===== src/rtl/vga_pkg.sv =====
// rtl/vga_pkg.sv - shared VGA fade types and constants
package vga_pkg;

   localparam logic [4:0] FADE_LEVEL_MAX = 5'd16;

   typedef enum logic [1:0] {
      IDLE,
      FADE_OUT,
      HOLD,
      FADE_IN
   } fade_state_t;

endpackage


===== src/rtl/vga_if.sv =====
// rtl/vga_if.sv - VGA timing and rgb bundle passed between screen stages
interface vga_if;
   logic [10:0] vcount;
   logic        vsync;
   logic        vblnk;
   logic [10:0] hcount;
   logic        hsync;
   logic        hblnk;
   logic [11:0] rgb;

   modport in  (input  vcount, vsync, vblnk, hcount, hsync, hblnk, rgb);
   modport out (output vcount, vsync, vblnk, hcount, hsync, hblnk, rgb);
endinterface


===== src/rtl/rgb_scale.sv =====
// rtl/rgb_scale.sv - scales each 4-bit channel by level/16, truncating
module rgb_scale (
   input  logic [11:0] rgb_in,
   input  logic [4:0]  level,
   output logic [11:0] rgb_out
);

   function automatic logic [3:0] scale_channel(input logic [3:0] c, input logic [4:0] l);
      logic [8:0] prod;
      prod = {5'd0, c} * {4'd0, l};
      return 4'(prod >> 4);
   endfunction

   always_comb begin
      rgb_out = '0;
      rgb_out[11:8] = scale_channel(rgb_in[11:8], level);
      rgb_out[7:4]  = scale_channel(rgb_in[7:4],  level);
      rgb_out[3:0]  = scale_channel(rgb_in[3:0],  level);
   end

endmodule


===== src/rtl/screen_fade.sv =====
// rtl/screen_fade.sv - frame-locked fade-out / black hold / fade-in between screens
module screen_fade
   import vga_pkg::*;
#(
   parameter int HOLD_FRAMES = 8
) (
   input  logic clk,
   input  logic rst,
   input  logic start,
   vga_if.in    vga_in,
   vga_if.out   vga_out,
   output logic busy,
   output logic black,
   output logic done
);

   fade_state_t state;
   logic [4:0]  level;
   logic [7:0]  hold_cnt;
   logic        vblnk_prev;
   logic        frame_tick;
   logic [11:0] rgb_scaled;

   assign frame_tick = vga_in.vblnk & ~vblnk_prev;

   rgb_scale u_rgb_scale (
      .rgb_in  (vga_in.rgb),
      .level   (level),
      .rgb_out (rgb_scaled)
   );

   // Level only moves on the vblank rising edge so a frame is never split.
   always_ff @(posedge clk) begin
      if (rst) begin
         state      <= IDLE;
         level      <= FADE_LEVEL_MAX;
         hold_cnt   <= 8'd0;
         vblnk_prev <= 1'b0;
         busy       <= 1'b0;
         black      <= 1'b0;
         done       <= 1'b0;
      end else begin
         vblnk_prev <= vga_in.vblnk;
         done       <= 1'b0;
         case (state)
            IDLE: begin
               level <= FADE_LEVEL_MAX;
               black <= 1'b0;
               busy  <= start;
               if (start)
                  state <= FADE_OUT;
            end
            FADE_OUT: begin
               if (frame_tick) begin
                  level <= level - 5'd1;
                  if (level == 5'd1) begin
                     state    <= HOLD;
                     hold_cnt <= 8'd0;
                     black    <= 1'b1;
                  end
               end
            end
            HOLD: begin
               if (frame_tick) begin
                  hold_cnt <= hold_cnt + 8'd1;
                  if (hold_cnt == 8'(HOLD_FRAMES - 1)) begin
                     state <= FADE_IN;
                     black <= 1'b0;
                  end
               end
            end
            FADE_IN: begin
               if (frame_tick) begin
                  level <= level + 5'd1;
                  if (level == FADE_LEVEL_MAX - 5'd1) begin
                     state <= IDLE;
                     busy  <= 1'b0;
                     done  <= 1'b1;
                  end
               end
            end
            default: state <= IDLE;
         endcase
      end
   end

   always_ff @(posedge clk) begin
      if (rst) begin
         vga_out.vcount <= '0;
         vga_out.vsync  <= 1'b0;
         vga_out.vblnk  <= 1'b0;
         vga_out.hcount <= '0;
         vga_out.hsync  <= 1'b0;
         vga_out.hblnk  <= 1'b0;
         vga_out.rgb    <= '0;
      end else begin
         vga_out.vcount <= vga_in.vcount;
         vga_out.vsync  <= vga_in.vsync;
         vga_out.vblnk  <= vga_in.vblnk;
         vga_out.hcount <= vga_in.hcount;
         vga_out.hsync  <= vga_in.hsync;
         vga_out.hblnk  <= vga_in.hblnk;
         vga_out.rgb    <= (vga_in.vblnk || vga_in.hblnk) ? 12'h000 : rgb_scaled;
      end
   end

endmodule


===== src/flat_wrapper.sv =====
// flat-port wrapper written by rule: the top's interface ports become plain ports
module screen_fade_flat import vga_pkg::*;
#(
   parameter int HOLD_FRAMES = 8
)
  (clk, rst, start, busy, black, done, vga_in_vcount, vga_in_vsync, vga_in_vblnk, vga_in_hcount, vga_in_hsync, vga_in_hblnk, vga_in_rgb, vga_out_vcount, vga_out_vsync, vga_out_vblnk, vga_out_hcount, vga_out_hsync, vga_out_hblnk, vga_out_rgb);
  vga_if vga_in_i ();
  vga_if vga_out_i ();
  input  logic clk;
  input  logic rst;
  input  logic start;
  output logic busy;
  output logic black;
  output logic done;
  input wire logic [$bits(vga_in_i.vcount)-1:0] vga_in_vcount;
  input wire logic [$bits(vga_in_i.vsync)-1:0] vga_in_vsync;
  input wire logic [$bits(vga_in_i.vblnk)-1:0] vga_in_vblnk;
  input wire logic [$bits(vga_in_i.hcount)-1:0] vga_in_hcount;
  input wire logic [$bits(vga_in_i.hsync)-1:0] vga_in_hsync;
  input wire logic [$bits(vga_in_i.hblnk)-1:0] vga_in_hblnk;
  input wire logic [$bits(vga_in_i.rgb)-1:0] vga_in_rgb;
  output wire logic [$bits(vga_out_i.vcount)-1:0] vga_out_vcount;
  output wire logic [$bits(vga_out_i.vsync)-1:0] vga_out_vsync;
  output wire logic [$bits(vga_out_i.vblnk)-1:0] vga_out_vblnk;
  output wire logic [$bits(vga_out_i.hcount)-1:0] vga_out_hcount;
  output wire logic [$bits(vga_out_i.hsync)-1:0] vga_out_hsync;
  output wire logic [$bits(vga_out_i.hblnk)-1:0] vga_out_hblnk;
  output wire logic [$bits(vga_out_i.rgb)-1:0] vga_out_rgb;
  assign vga_in_i.vcount = vga_in_vcount;
  assign vga_in_i.vsync = vga_in_vsync;
  assign vga_in_i.vblnk = vga_in_vblnk;
  assign vga_in_i.hcount = vga_in_hcount;
  assign vga_in_i.hsync = vga_in_hsync;
  assign vga_in_i.hblnk = vga_in_hblnk;
  assign vga_in_i.rgb = vga_in_rgb;
  assign vga_out_vcount = vga_out_i.vcount;
  assign vga_out_vsync = vga_out_i.vsync;
  assign vga_out_vblnk = vga_out_i.vblnk;
  assign vga_out_hcount = vga_out_i.hcount;
  assign vga_out_hsync = vga_out_i.hsync;
  assign vga_out_hblnk = vga_out_i.hblnk;
  assign vga_out_rgb = vga_out_i.rgb;
  screen_fade #(.HOLD_FRAMES(HOLD_FRAMES)) u_core (.clk(clk), .rst(rst), .start(start), .vga_in(vga_in_i), .vga_out(vga_out_i), .busy(busy), .black(black), .done(done));
endmodule

===== config.mk =====
export PLATFORM = sky130hd
export DESIGN_NAME = screen_fade_flat
export DESIGN_NICKNAME = d
export VERILOG_FILES = /design/src/rtl/vga_pkg.sv /design/src/rtl/vga_if.sv /design/src/rtl/rgb_scale.sv /design/src/rtl/screen_fade.sv /design/src/flat_wrapper.sv
export SDC_FILE = /design/constraint.sdc
export NUM_CORES = 1
export LEC_CHECK = 0
export ABC_AREA = 1
export ABC_CLOCK_PERIOD_IN_PS = 7900
export BUFFER_PORTS_ARGS = -buffer_cell sky130_fd_sc_hd__buf_2
export CAP_MARGIN = 15
export CORE_ASPECT_RATIO = 1.2
export CORE_MARGIN = 2
export CORE_UTILIZATION = 35
export DETAILED_ROUTE_END_ITERATION = 7
export GPL_TIMING_DRIVEN = 0
export PLACE_DENSITY = 0.55
export SETUP_SLACK_MARGIN = 0.4
export SLEW_MARGIN = 5
export SYNTH_ARGS = -nofsm -noshare
export SYNTH_HDL_FRONTEND = slang
export SYNTH_SLANG_ARGS = --single-unit
export TNS_END_PERCENT = 1

===== constraint.sdc =====
create_clock -name clk -period 7.9 [get_ports clk]
set_clock_uncertainty 0.2 [all_clocks]
set_input_delay 0.395 -clock clk [delete_from_list [all_inputs] [get_ports clk]]
set_output_delay 0.395 -clock clk [all_outputs]
set_load 0.1 [all_outputs]

# --- Word level (Yosys, flattened, before mapping) ---
# Cells that the tools add are included.
classes:
  addsub: 3
  eq_ne: 13
  bitwise_logic: 4
  multipliers: 3
  mux: 24
  reduce_logical: 13
ops:
  columns: ["operator", "count"]
  rows:
  - ["4-bit by 5-bit multiplier with 8-bit output", 3]
  - ["8-bit two-way mux", 3]
  - ["8-bit one-hot mux with 2 select lines", 1]
  - ["5-bit one-hot mux with 3 select lines", 1]
  - ["2-bit two-way mux", 7]
  - ["2-bit by 1-bit inequality test with 1-bit output (second input constant)", 6]
  - ["5-bit two-way mux", 2]
  - ["8-bit by 1-bit adder with 8-bit output (second input constant)", 1]
  - ["8-bit by 3-bit == test with 1-bit output (second input constant)", 1]
  - ["2-bit one-hot mux with 4 select lines", 1]
  - ["1-bit two-way mux", 7]
  - ["7-bit AND reduction", 1]
  - ["3-bit AND reduction", 2]
  - ["3-bit nonzero test", 2]
  - ["5-bit by 1-bit adder with 5-bit output (second input constant)", 1]
  - ["5-bit by 1-bit == test with 1-bit output (second input constant)", 1]
  - ["5-bit by 4-bit == test with 1-bit output (second input constant)", 1]
  - ["5-bit AND reduction", 1]
  - ["5-bit by 1-bit subtractor with 5-bit output (second input constant)", 1]
  - ["2-bit == test (second input constant)", 2]
  - ["4-bit AND reduction", 1]
  - ["2-bit nonzero test", 2]
  - ["1-bit NOT", 3]
  - ["1-bit one-hot mux with 3 select lines", 1]
  - ["8 further kinds", 8]
word_totals:
  reg_bits: 56

# --- Depth between registers and ports, before layout ---
depth:
  word_depth: 4
  depth_mapped: 16

# --- Cells and area by module ---
# From an unflattened synthesis, not the netlist that was laid out.
unflattened:
  hier_cells: 576
  area_unflattened_um2: 4052.6
by_module_without_submodules:
  columns: ["mod", "area_each_um2", "seq_area_each_um2", "cells_each", "instances"]
  rows:
  - ["screen_fade", 2418.6, 1121.1, 316, 1]
  - ["rgb_scale", 1634.1, 0.0, 260, 1]

# --- Worst setup path after synthesis ---
# OpenSTA, ideal clock, no wires.
synth_timing:
  kind: "reg2reg"
  from: "register u_core.level[2]"
  to: "register u_core.vga_out.rgb[3]"
  stages_incl_launch_ff: 14
  path_buffers: 2
  slack_ns: 4.771
  arrival_ns: 2.817
  path_cell_list: "dfxtp_1 -> buf_2 -> buf_1 -> nand2_1 -> fa_1 -> fa_1 -> inv_1 -> ha_1 -> a21oi_1 -> or2_2 -> nand3_1 -> nand2_1 -> nand2_1 -> nor2_1"
synth_between:
  elab_chain_len: 1
synth_lines:
  columns: ["element", "line", "source"]
  rows:
  - ["start, declared", "screen_fade.sv:18", "logic [4:0] level;"]
  - ["start signal, assigned", "screen_fade.sv:55", "level <= level - 5'd1;"]
  - ["start signal, assigned", "screen_fade.sv:74", "level <= level + 5'd1;"]
  - ["4-bit by 5-bit multiplier with 8-bit output", "rgb_scale.sv:10", "prod = {5'd0, c} * {4'd0, l};"]
  - ["end signal, assigned", "screen_fade.sv:103", "vga_out.rgb <= (vga_in.vblnk || vga_in.hblnk) ? 12'h000 : rgb_scaled;"]
  - ["end, declared", "vga_if.sv:12", "modport out (output vcount, vsync, vblnk, hcount, hsync, hblnk, rgb);"]
# No other way between the ends.
# A chain may end at the register's enable or synchronous reset.

# --- Final worst setup path ---
# Ends and elaborated chain as after synthesis.

==> reports/metrics.csv <==
stage;metric;value;unit
critical_path;cpPeakStageDelay;0.54;ns
yosys;synth_edf_count;0;
die;dieWidth;98.4;um
sta;tns;0;ns
worst_hold_path;whs_path_depth;3;
clock_tree;clk_path_buf_depth;2;
global_routing;grt_pass1_vias;3372;
worst_hold_path;min_to;u_core.vga_out.vcount[10];
yosys;syn_avg_cell_area;7.06;sq um
cells_and_area;final_util;0.426;
cells_and_area;fin_cells;747;
placement;gp_congestion;0.872;
sta;fin_hold_ws;0.0868;ns
clock_tree;clock_latency;0.30;ns
yosys;synth_nets;623;
global_routing;gr-total-overflow;0;
yosys;syn_area;3740;sq um
critical_path;worstSetupPathType;flip-flop to flip-flop;
placement;dp_hpwl;6830;um
clock_tree;cts_buffers;5;
critical_path;critPathCaptureType;flip-flop;
die;core;10500;sq um
sta;worst_slew_pin_slew;0.503;ns
global_routing;antenna_found_initial;0;
worst_hold_path;hp-start;vga_in_vcount[10];
detailed_routing;final_antenna_net_count;0;
yosys;ys_ff_latch;56;
detailed_routing;wirelength;8560;um
critical_path;start_kind;flip-flop;
sta;rsz0062_at_grt;false;
die;rows;41;
critical_path;cp_slowest_cell;fa_1;
clock_tree;htreeDepth;2;
yosys;syn_inst;530;
clock_tree;ctsHoldBuffers;0;
sta;hold_viol_final;0;
placement;port_buffers;80;
power_and_ir_drop;ir_drop;0.122;mV
clock_tree;cts_sinks;56;
clock_tree;cts_tree;built;
critical_path;path_buf_inv;3;
global_routing;grt_use_total;0.156;
cells_and_area;nFillCells;1131;
detailed_routing;drtIter0Drc;89;
clock_tree;clk_pin_slew;0.08;ns
clock_tree;postCtsSetupRepairBufs;0;
die;initial_core_util;0.358;
yosys;ys.flop_type;dfxtp_1;
sta;max_freq;0.287;GHz
cells_and_area;finalNetCount;710;
yosys;async_reset_ff_frac;0;
clock_tree;cts_root_buffer;clkbuf_16;
detailed_routing;vias;3431;
clock_tree;cts_resized;0;
detailed_routing;dr.pass1.iters;4;
critical_path;cp_data_required_time;7.90;ns
detailed_routing;viasPerCell;4.59;
detailed_routing;wl_per_cell;11.5;um
die;die_area;11500;sq um
sta;setup_viol;0;
yosys;yosysSeqAreaShare;0.299;
critical_path;r2r-start;u_core.level[2];
worst_hold_path;min_path_type;input port to flip-flop;
flow_run;max-cap-violations;0;
sta;period_needed;3.48;ns
yosys;synth_cell_types;34;
outcome;status;finished clean;
power_and_ir_drop;power_leakage;2.51;nW
critical_path;worstPathArrival;3.48;ns
yosys;ys_warn_count;0;
die;fp.dieH;117;um
cells_and_area;drive_above_1_share;0.194;
die;io_pins;82;
power_and_ir_drop;power.density;303;nW/um^2
cells_and_area;area_growth_syn_to_layout;19.1;%
critical_path;cp.depth;13;
critical_path;cp_common_cell;nand2_1;
cells_and_area;n_antenna_cell;0;
global_routing;grt_first_pass_wirelength;14800;um
global_routing;grt_max_degree;21;
critical_path;path_cells;buf_2, buf_1, nand2_1, fa_1, fa_1, inv_1, ha_1, a21oi_1, or2_2, nand3_1, nand2_1, nand2_1, nor2_1;
critical_path;crit_fanout;10;
sta;relSlewSlack;0.667;
critical_path;rr_endpoint;u_core.vga_out.rgb[3];
detailed_routing;drc_errors;0;
critical_path;r2r_cells;13;
sta;finalCritPeriodShare;0.441;
sta;slew_viol_final;0;
critical_path;cp_top_family;adder cells;
critical_path;rrSetupSlack;4.42;ns
placement;post-place-cells;739;
-- synthesized netlist by cell type, types with 4 or more instances --
library cell / count / area (sq um)
nand2_1: 126 / 473
o21ai_0: 11 / 55.1
buf_2: 5 / 25.0
fa_1: 15 / 300
buf_1: 4 / 15.0
dfxtp_1: 56 / 1120
nor2_1: 68 / 255
inv_1: 99 / 372
a21oi_1: 25 / 125
nor2_2: 4 / 25.0
o21ai_2: 5 / 43.8
nand4_1: 8 / 50.1
inv_2: 5 / 18.8
nand3_1: 32 / 160
ha_1: 37 / 463
-- report_power, final --
group          switching, W  internal (W)  leakage [nW]
Combinational      0.000523      0.000241          1.98
Sequential        0.0000308      0.000318         0.461
Clock              0.000117      0.000123        0.0767
-- cell usage in the layout, fill, tap and decap left out, drive strengths merged --
master  instances
nand2         130
a21oi          25
a31oi           1
a211oi          1
nand4           8
inv           107
o21bai          1
nor4            1
nand3          34
buf            92
o21ai          17
ha             37
o21a            3
dfxtp          56
a21boi          1
xor2            3
or2             3
nor2           73
fa             15
clkbuf          6
nor3            1
xnor2           3
-- state kept, by name (all words and copies together), names as in the netlist --
| signal | count |
|---|---|
| u_core.busy | 1 |
| u_core.black | 1 |
| u_core.vga_out.rgb | 12 |
| u_core.state | 2 |
| u_core.vga_out.hsync | 1 |
| u_core.hold_cnt | 8 |
| u_core.vblnk_prev | 1 |
| u_core.vga_out.vcount | 11 |
| u_core.vga_out.hcount | 11 |
| u_core.done | 1 |
| u_core.vga_out.vsync | 1 |
| u_core.level | 5 |
| u_core.vga_out.hblnk | 1 |
-- routing by layer --
metal / share of wire / track usage / up-vias / wire [um]
met2: 0.51 / 0.287 / 72 / 4370
met5: 0 / 0 / - / 0
met1: 0.42 / 0.183 / 1550 / 3610
li1: - / - / 1796 / -
met3: 0.050 / 0.0368 / 13 / 427
met4: 0.017 / 0.0402 / 0 / 146
-- worst max path at each step --
stage                    startpoint               endpoint  slack [ns]
detailed placement  u_core.level[2]  u_core.vga_out.rgb[3]        4.44
finish              u_core.level[2]  u_core.vga_out.rgb[3]        4.42
global placement    u_core.level[2]  u_core.vga_out.rgb[3]        4.45
floorplan           u_core.level[2]  u_core.vga_out.rgb[3]        4.77
global route        u_core.level[2]  u_core.vga_out.rgb[3]        4.12
CTS                 u_core.level[2]  u_core.vga_out.rgb[3]        4.41
-- stage by stage --
step	power [W]	setup slack (ns)	instance area [sq um]
2_1_floorplan	0.000963	4.77	3740
3_3_place_gp	0.00111	4.45	4310
3_5_place_dp	0.00112	4.44	4310
4_1_cts	0.00138	4.41	4460
5_1_grt	0.00149	4.12	4460
6_report	0.00135	4.42	4460
-- cells by family (layout without fill, tap and decap cells) --
| family | Yosys count | in the layout | synth area share |
|---|---|---|---|
| AOI/OAI and AO/OA | 49 | 49 | 0.0749 |
| adders and majority gates | 52 | 52 | 0.204 |
| and+or+nand+nor | 250 | 250 | 0.284 |
| DFF | 56 | 56 | 0.299 |
| buffers and inverters | 117 | 205 | 0.124 |
| xor gates and xnor gates | 6 | 6 | 0.0140 |
-- layout make-up --
type / count / area (sq um) / area share
buffer: 13 / 73.8 / 0.0166
clock buffer: 5 / 125 / 0.0281
clock inverter: 3 / 28.8 / 0.00645
inverter: 104 / 390 / 0.0875
multi-input combinational: 357 / 2160 / 0.484
sequential: 56 / 1120 / 0.251
tap: 129 / 161 / 0.0362
timing repair buffer: 80 / 400 / 0.0898
-- worst register-to-register path, stage by stage (launching register included) --
cell and delay [ns]:
dfxtp_1 0.37, buf_2 0.23, buf_1 0.40, nand2_1 0.14, fa_1 0.51, fa_1 0.54
inv_1 0.04, ha_1 0.32, a21oi_1 0.11, or2_2 0.28, nand3_1 0.09, nand2_1 0.05
nand2_1 0.06, nor2_1 0.04
Power figures use the tool's default switching activity.
